--- config.mk ---
export PLATFORM = sky130hd
export DESIGN_NAME = mem_waitstate_ctrl
export DESIGN_NICKNAME = d
export VERILOG_FILES = /design/src/rtl/gba_mem_pkg.sv /design/src/rtl/mem_region_decode.sv /design/src/rtl/mem_waitstate_ctrl.sv
export SDC_FILE = /design/constraint.sdc
export NUM_CORES = 1
export LEC_CHECK = 0
export ABC_CLOCK_PERIOD_IN_PS = 5750
export BUFFER_PORTS_ARGS = -buffer_cell sky130_fd_sc_hd__buf_2
export CAP_MARGIN = 30
export CORE_MARGIN = 2
export CORE_UTILIZATION = 35
export DETAILED_ROUTE_END_ITERATION = 12
export HOLD_SLACK_MARGIN = 0.15
export PLACE_DENSITY = 0.5
export SETUP_SLACK_MARGIN = 0.3
export SYNTH_ARGS = -nofsm -noshare
export SYNTH_HDL_FRONTEND = slang
export SYNTH_SLANG_ARGS = --single-unit
--- constraint.sdc ---
create_clock -name clk -period 5.75 [get_ports clk]
set_clock_uncertainty 0.15 [all_clocks]
set_input_delay 0.2875 -clock clk [delete_from_list [all_inputs] [get_ports clk]]
set_output_delay 0.2875 -clock clk [all_outputs]
set_load 0.01 [all_outputs]
--- src/rtl/gba_mem_pkg.sv ---
// ----------------------------------------------------------------------------
// gba_mem_pkg : shared region, access-size and WAITCNT definitions | Rev 1.0
// ----------------------------------------------------------------------------
`default_nettype none

package gba_mem_pkg;

  typedef enum logic [3:0] {
    REG_BIOS,
    REG_EWRAM,
    REG_IWRAM,
    REG_IO,
    REG_PAL,
    REG_VRAM,
    REG_OAM,
    REG_WS0,
    REG_WS1,
    REG_WS2,
    REG_SRAM,
    REG_UNMAPPED
  } mem_region_e;

  // Region base values of addr[27:24]; each WSx spans base and base+1
  localparam logic [3:0] BASE_BIOS  = 4'h0;
  localparam logic [3:0] BASE_EWRAM = 4'h2;
  localparam logic [3:0] BASE_IWRAM = 4'h3;
  localparam logic [3:0] BASE_IO    = 4'h4;
  localparam logic [3:0] BASE_PAL   = 4'h5;
  localparam logic [3:0] BASE_VRAM  = 4'h6;
  localparam logic [3:0] BASE_OAM   = 4'h7;
  localparam logic [3:0] BASE_WS0   = 4'h8;
  localparam logic [3:0] BASE_WS1   = 4'hA;
  localparam logic [3:0] BASE_WS2   = 4'hC;
  localparam logic [3:0] BASE_SRAM  = 4'hE;

  localparam logic [1:0] MEM_SIZE_BYTE = 2'd0;
  localparam logic [1:0] MEM_SIZE_HALF = 2'd1;
  localparam logic [1:0] MEM_SIZE_WORD = 2'd2;
  localparam logic [1:0] MEM_SIZE_RSVD = 2'd3;

  localparam int WC_SRAM_LSB  = 0;
  localparam int WC_WS0_N_LSB = 2;
  localparam int WC_WS0_S     = 4;
  localparam int WC_WS1_N_LSB = 5;
  localparam int WC_WS1_S     = 7;
  localparam int WC_WS2_N_LSB = 8;
  localparam int WC_WS2_S     = 10;

  function automatic logic [4:0] n_waits(input logic [1:0] field);
    case (field)
      2'd0:    return 5'd4;
      2'd1:    return 5'd3;
      2'd2:    return 5'd2;
      default: return 5'd8;
    endcase
  endfunction

  // Reserved size advances like a word so the tracker stays well defined
  function automatic logic [31:0] size_bytes(input logic [1:0] size);
    case (size)
      MEM_SIZE_BYTE: return 32'd1;
      MEM_SIZE_HALF: return 32'd2;
      default:       return 32'd4;
    endcase
  endfunction

endpackage

`default_nettype wire

--- src/rtl/mem_region_decode.sv ---
// ----------------------------------------------------------------------------
// mem_region_decode : addr[27:24] -> memory region and ROM flag | Rev 1.0
// ----------------------------------------------------------------------------
`default_nettype none

module mem_region_decode
  import gba_mem_pkg::*;
(
  input  logic [3:0]  page,
  output mem_region_e region,
  output logic        rom_region
);

  always_comb begin
    region = REG_UNMAPPED;
    case (page)
      BASE_BIOS:             region = REG_BIOS;
      BASE_EWRAM:            region = REG_EWRAM;
      BASE_IWRAM:            region = REG_IWRAM;
      BASE_IO:               region = REG_IO;
      BASE_PAL:              region = REG_PAL;
      BASE_VRAM:             region = REG_VRAM;
      BASE_OAM:              region = REG_OAM;
      BASE_WS0, 4'h9:        region = REG_WS0;
      BASE_WS1, 4'hB:        region = REG_WS1;
      BASE_WS2, 4'hD:        region = REG_WS2;
      BASE_SRAM:             region = REG_SRAM;
      default:               region = REG_UNMAPPED;
    endcase
  end

  assign rom_region = (region == REG_WS0) || (region == REG_WS1) || (region == REG_WS2);

endmodule

`default_nettype wire

--- src/rtl/mem_waitstate_ctrl.sv ---
// ----------------------------------------------------------------------------
// mem_waitstate_ctrl : CPU bus wait-state insertion and abort flag | Rev 1.0
// ----------------------------------------------------------------------------
`default_nettype none

module mem_waitstate_ctrl
  import gba_mem_pkg::*;
(
  input  logic        clk,
  input  logic        rst_n,
  input  logic [31:0] addr,
  input  logic [1:0]  size,
  input  logic        write,
  input  logic        valid,
  input  logic        cfg_we,
  input  logic [15:0] cfg_wdata,
  output logic        pause,
  output logic        abort,
  output logic [15:0] waitcnt
);

  localparam logic [0:0] ST_IDLE = 1'b0;
  localparam logic [0:0] ST_WAIT = 1'b1;

  logic [0:0]  r_state;
  logic [4:0]  r_cnt;
  logic [15:0] r_waitcnt;
  logic [31:0] r_prev_addr;
  logic [1:0]  r_prev_size;
  mem_region_e r_prev_region;
  logic        r_abort;

  mem_region_e w_region;
  logic        w_rom;
  logic [15:0] w_wc;
  logic        w_accept;
  logic        w_seq;
  logic        w_illegal;
  logic [4:0]  w_n;
  logic [4:0]  w_s;
  logic [4:0]  w_wait;

  mem_region_decode u_decode (
    .page       (addr[27:24]),
    .region     (w_region),
    .rom_region (w_rom)
  );

  // A same-cycle config write is already visible to the access it accompanies
  assign w_wc      = cfg_we ? cfg_wdata : r_waitcnt;
  assign w_accept  = valid && (r_state == ST_IDLE);
  assign w_seq     = w_rom && (w_region == r_prev_region)
                     && (addr == r_prev_addr + size_bytes(r_prev_size));
  assign w_illegal = (write && (w_rom || (w_region == REG_BIOS)))
                     || (size == MEM_SIZE_RSVD);

  always_comb begin
    w_n = 5'd0;
    w_s = 5'd0;
    case (w_region)
      REG_WS0: begin
        w_n = n_waits(w_wc[WC_WS0_N_LSB +: 2]);
        w_s = w_wc[WC_WS0_S] ? 5'd1 : 5'd2;
      end
      REG_WS1: begin
        w_n = n_waits(w_wc[WC_WS1_N_LSB +: 2]);
        w_s = w_wc[WC_WS1_S] ? 5'd1 : 5'd4;
      end
      REG_WS2: begin
        w_n = n_waits(w_wc[WC_WS2_N_LSB +: 2]);
        w_s = w_wc[WC_WS2_S] ? 5'd1 : 5'd8;
      end
      default: begin
        w_n = 5'd0;
        w_s = 5'd0;
      end
    endcase
  end

  // Word accesses on the 16-bit ROM bus need a second, always sequential, half
  always_comb begin
    w_wait = 5'd0;
    case (w_region)
      REG_EWRAM: w_wait = (size == MEM_SIZE_WORD) ? 5'd4 : 5'd2;
      REG_SRAM:  w_wait = n_waits(w_wc[WC_SRAM_LSB +: 2]);
      REG_WS0, REG_WS1, REG_WS2:
        w_wait = (w_seq ? w_s : w_n) + ((size == MEM_SIZE_WORD) ? w_s : 5'd0);
      default:   w_wait = 5'd0;
    endcase
  end

  always_ff @(posedge clk or negedge rst_n) begin
    if (!rst_n) begin
      r_state       <= ST_IDLE;
      r_cnt         <= 5'd0;
      r_waitcnt     <= 16'h0000;
      r_prev_addr   <= 32'hFFFF_FFFF;
      r_prev_size   <= MEM_SIZE_BYTE;
      r_prev_region <= REG_UNMAPPED;
      r_abort       <= 1'b0;
    end else begin
      if (cfg_we) begin
        r_waitcnt <= cfg_wdata;
      end
      r_abort <= w_accept && w_illegal;
      if (r_state == ST_IDLE) begin
        if (w_accept) begin
          r_prev_addr   <= addr;
          r_prev_size   <= size;
          r_prev_region <= w_region;
          if (w_wait != 5'd0) begin
            r_state <= ST_WAIT;
            r_cnt   <= w_wait;
          end
        end
      end else begin
        if (r_cnt == 5'd1) begin
          r_state <= ST_IDLE;
          r_cnt   <= 5'd0;
        end else begin
          r_cnt <= r_cnt - 5'd1;
        end
      end
    end
  end

`ifndef SYNTHESIS
  always_ff @(posedge clk) begin
    if (rst_n && w_accept && (w_region == REG_UNMAPPED)) begin
      $warning("mem_waitstate_ctrl: access to unmapped address %08h", addr);
    end
  end
`endif

  assign pause   = (r_state == ST_WAIT);
  assign abort   = r_abort;
  assign waitcnt = r_waitcnt;

endmodule

`default_nettype wire

==> impl_results.md <==
- Die Height: 119.6 microns
- CP Launch Type: flip-flop
- Setup tns final: 0 ns
- Core box area: 13,140 sq um
- RD Place Congestion: between 0.8 and 0.9
- First DRT Iteration DRCs: around 200
- Clock-pin slew on the worst setup and hold paths: 0.05 ns
- Dpl cells: ~760
- Die Wd: 119.6 microns
- Final period util: 0.9285
- # clock sinks: 61
- Crit path to: r_cnt[0]
- Slowest stage delay, CP: 0.58 ns
- Vias in the first global route: 4,176
- Num ports: 73
- Reg2reg end: r_cnt[0]
- Leak pwr: 0.002754 uW
- Arrival @ worst endpoint: 5.46 ns
- Power Total: 2486 uW
- Gr ovfl total: 0
- HPWL Detailed: 9202 microns
- Critical path launch point: r_prev_size[1]
- Synth warnings: 0
- Worst min path class: in2reg
- Final hold violation count: 0
- Critical Path RT: 5.87 ns
- Number of CTS-inserted buffers: 9
- Most common cell after layout, fill and taps aside: nand2_1
- Most frequent cells in the layout: nand2_1, buf_2, dlygate4sd3_1, dfstp_2
- Async set or reset register ratio after synthesis: 1.000
- Measured slew at the worst slew-check pin: 0.8047 ns
- Buffers on Ports: 72
- Vias per cell: 5.128
- ANT cells: 0
- Type of the worst setup path: reg2reg
- DR WL/cell: 15.14 microns
- DRC errors left: 0
- Clk Latency, worst-skew pair: about 0.34 ns
- Die area: 14,300 sq um
- Post-synth cell types: 71
- Cell-by-cell trace of the critical path: nor2_1, ha_2, fa_2, xnor2_2, nand2_1, or4_4, a2111oi_4, and4_1, nand4_1, o21ai_0, nand3_4, buf_4, fa_1, xor2_1, a221o_1, o41ai_4, mux2_4, o21ai_2
- Post-DRT Antenna Nets: 0
- Root Buffer: clkbuf_16
- Slew Limit Fails: 0
- Int Pwr: 1468 uW
- H-tree levels: 3
- Sequential element share of the synthesized area: 0.3358
- First-pass GRT wire length: just over 20,000 microns
- Setup violations, final: 0
- Router iterations before antenna repair: 5
- Switching portion of total power: 0.4094
- Routed vias: 4,292
- # rows: 42
- Flops & latches, synth: 61
- RSZ-0062 raised after global routing: yes
- Ys flop type: dfstp_2
- Slowest CP cell: fa_2
- Synth Instances: 534
- Initial Utilization: 0.3559
- CTS tree: built
- EDFF count, synth: 0
- Rel. slew slack: 0.4635
- PD cells: 401.7 nW/um^2
- Non-Filler Instances: ~840
- Area Overhead vs Synth: 32.35%
- CTS max path bufs: 2
- Sequential Power Share: 0.369
- Worst VDD drop: 0.0002195 V
- CP Max Fanout: 4
- Routed WL: between 10,000 and 15,000 microns
- Avg Inst Size Synth: 8.756 sq um
- Max frequency: 187.3 MHz
- Synthesized area: 4676 sq um
- Crit end category: flip-flop
- Final Critical Period: 5.339 ns
- Gate power share: 0.427
- Share of layout cells above drive strength 1: 0.2617
- Max-cap viol count: 0
- Initial antenna violation count: 0
- Nets: ~740
- R2R depth: 18
- All-layer global routing usage: 0.1818
- Post-Syn Nets: about 600
- Largest net degree at the start of global routing: 62
- Switching power: between 1000 and 1500 uW
- Reg2reg start: r_prev_size[1]
- Worst reg-to-reg setup slack: between 0.4 and 0.5 ns
- Status: finished clean
- Core Util, Final: 0.4710
- Clock share of power: 0.204
flip-flops by register name, summed over array words and instances (netlist names):
register	flops
pause	1
r_prev_region	4
abort	1
r_prev_size	2
r_cnt	5
r_prev_addr	32
waitcnt	16
metrics by stage:
stage	worst slack [ns]	hold WS, ns	instance area, sq um
6_report	0.4113	0.2126	6188
2_1_floorplan	0.7815	-0.1581	4676
3_5_place_dp	0.3368	0.3103	5197
4_1_cts	0.3190	0.1572	5972
5_1_grt	0.2050	0.2415	6188
3_3_place_gp	0.4812	0.3028	5197
worst min path at each step:
stage | start | end | slack, ns | cells after the start
after floorplan | rst_n | abort | -0.16 | 0
after global placement | r_prev_addr[31] | r_prev_addr[31] | 0.30 | 2
after detailed placement | r_prev_addr[0] | r_prev_addr[0] | 0.31 | 2
after CTS | addr[25] | r_prev_addr[25] | 0.16 | 3
after global routing | addr[25] | r_prev_addr[25] | 0.24 | 3
final | addr[25] | r_prev_addr[25] | 0.21 | 3
cell families (layout without fill, tap and decap cells):
logic type	Yosys count	after routing	synth area share
DFF	61	61	0.3358
and+or+nand+nor	235	235	0.2542
xor gates and xnor gates	46	46	0.08777
adders and majority gates	27	27	0.07546
buffers and inverters	44	171	0.03854
muxes	32	32	0.07386
AOI/OAI and AO/OA	89	89	0.1343
per-layer routing:
metal,vias to the layer above,track usage,wire length [microns]
li1,2137,-,-
met1,2071,0.2510,6143
met2,72,0.2875,5918
met3,12,0.02662,407
met4,0,0.07132,199
met5,-,0,0
synth_stat cells (4+ instances only):
library cell  number  area (sq um)
mux2i_1           21         210.2
a22oi_1            6         45.04
nor2b_1            7         43.79
dfrtp_1           26         650.6
ha_1              25         312.8
nor2_1            21         78.83
or2_1              4         25.02
nor4_1             5         31.28
clkbuf_1          14         52.55
buf_2              6         30.03
o211ai_1           6         45.04
a21o_1             4         30.03
dfstp_2           35         919.6
nand4_1           14         87.58
a21oi_1           15         75.07
nor3_1            14         70.07
or4_1              4         30.03
o22ai_1            5         31.28
nand2b_1           6         37.54
o21ai_0           19         95.09
xor2_1            17         148.9
inv_1             21         78.83
xnor2_1           28         245.2
nand2_1          118         442.9
nand3_1           12         60.06
mux2_2             8         90.09
and4_1             7         61.31
final cells by class:
| class | count | area [sq um] |
|---|---|---|
| Multi-Input combinational cell | 429 | 3088 |
| Clock inverter | 2 | 10.01 |
| Clock buffer | 14 | 264.0 |
| Tap cell | 176 | 220.2 |
| Inverter | 21 | 78.83 |
| Fill cell | 1341 | 6949 |
| Sequential cell | 61 | 1570 |
| Timing Repair Buffer | 134 | 957.2 |
worst max-delay path, delay by kind of cell, from the launching register on:
| family | cells | cell delay (ns) |
|---|---|---|
| and+or+nand+nor | 6 | 1.23 |
| DFF | 1 | 0.36 |
| xor gates and xnor gates | 2 | 0.26 |
| buffers and inverters | 1 | 0.17 |
| muxes | 1 | 0.34 |
| AOI/OAI and AO/OA | 5 | 1.51 |
| adders and majority gates | 3 | 1.23 |
power groups by stage:
| stage | clock network, uW | registers, uW | logic (uW) |
|---|---|---|---|
| global route | 541 | 952 | 1190 |
| detailed placement | 0 | 919 | 942 |
| global placement | 0 | 914 | 934 |
| CTS | 523 | 915 | 972 |
| floorplan | 0 | 816 | 765 |
| finish | 508 | 917 | 1060 |
timing repair:
item | CTS | global route
hold buffers | 50 | 0
endpoints found under the setup margin | 0 | 5
endpoints found under the hold margin | 75 | 0
gates resized for setup | 0 | 30
setup buffers | 0 | 7
No activity file was read; power rests on OpenSTA's default activity.
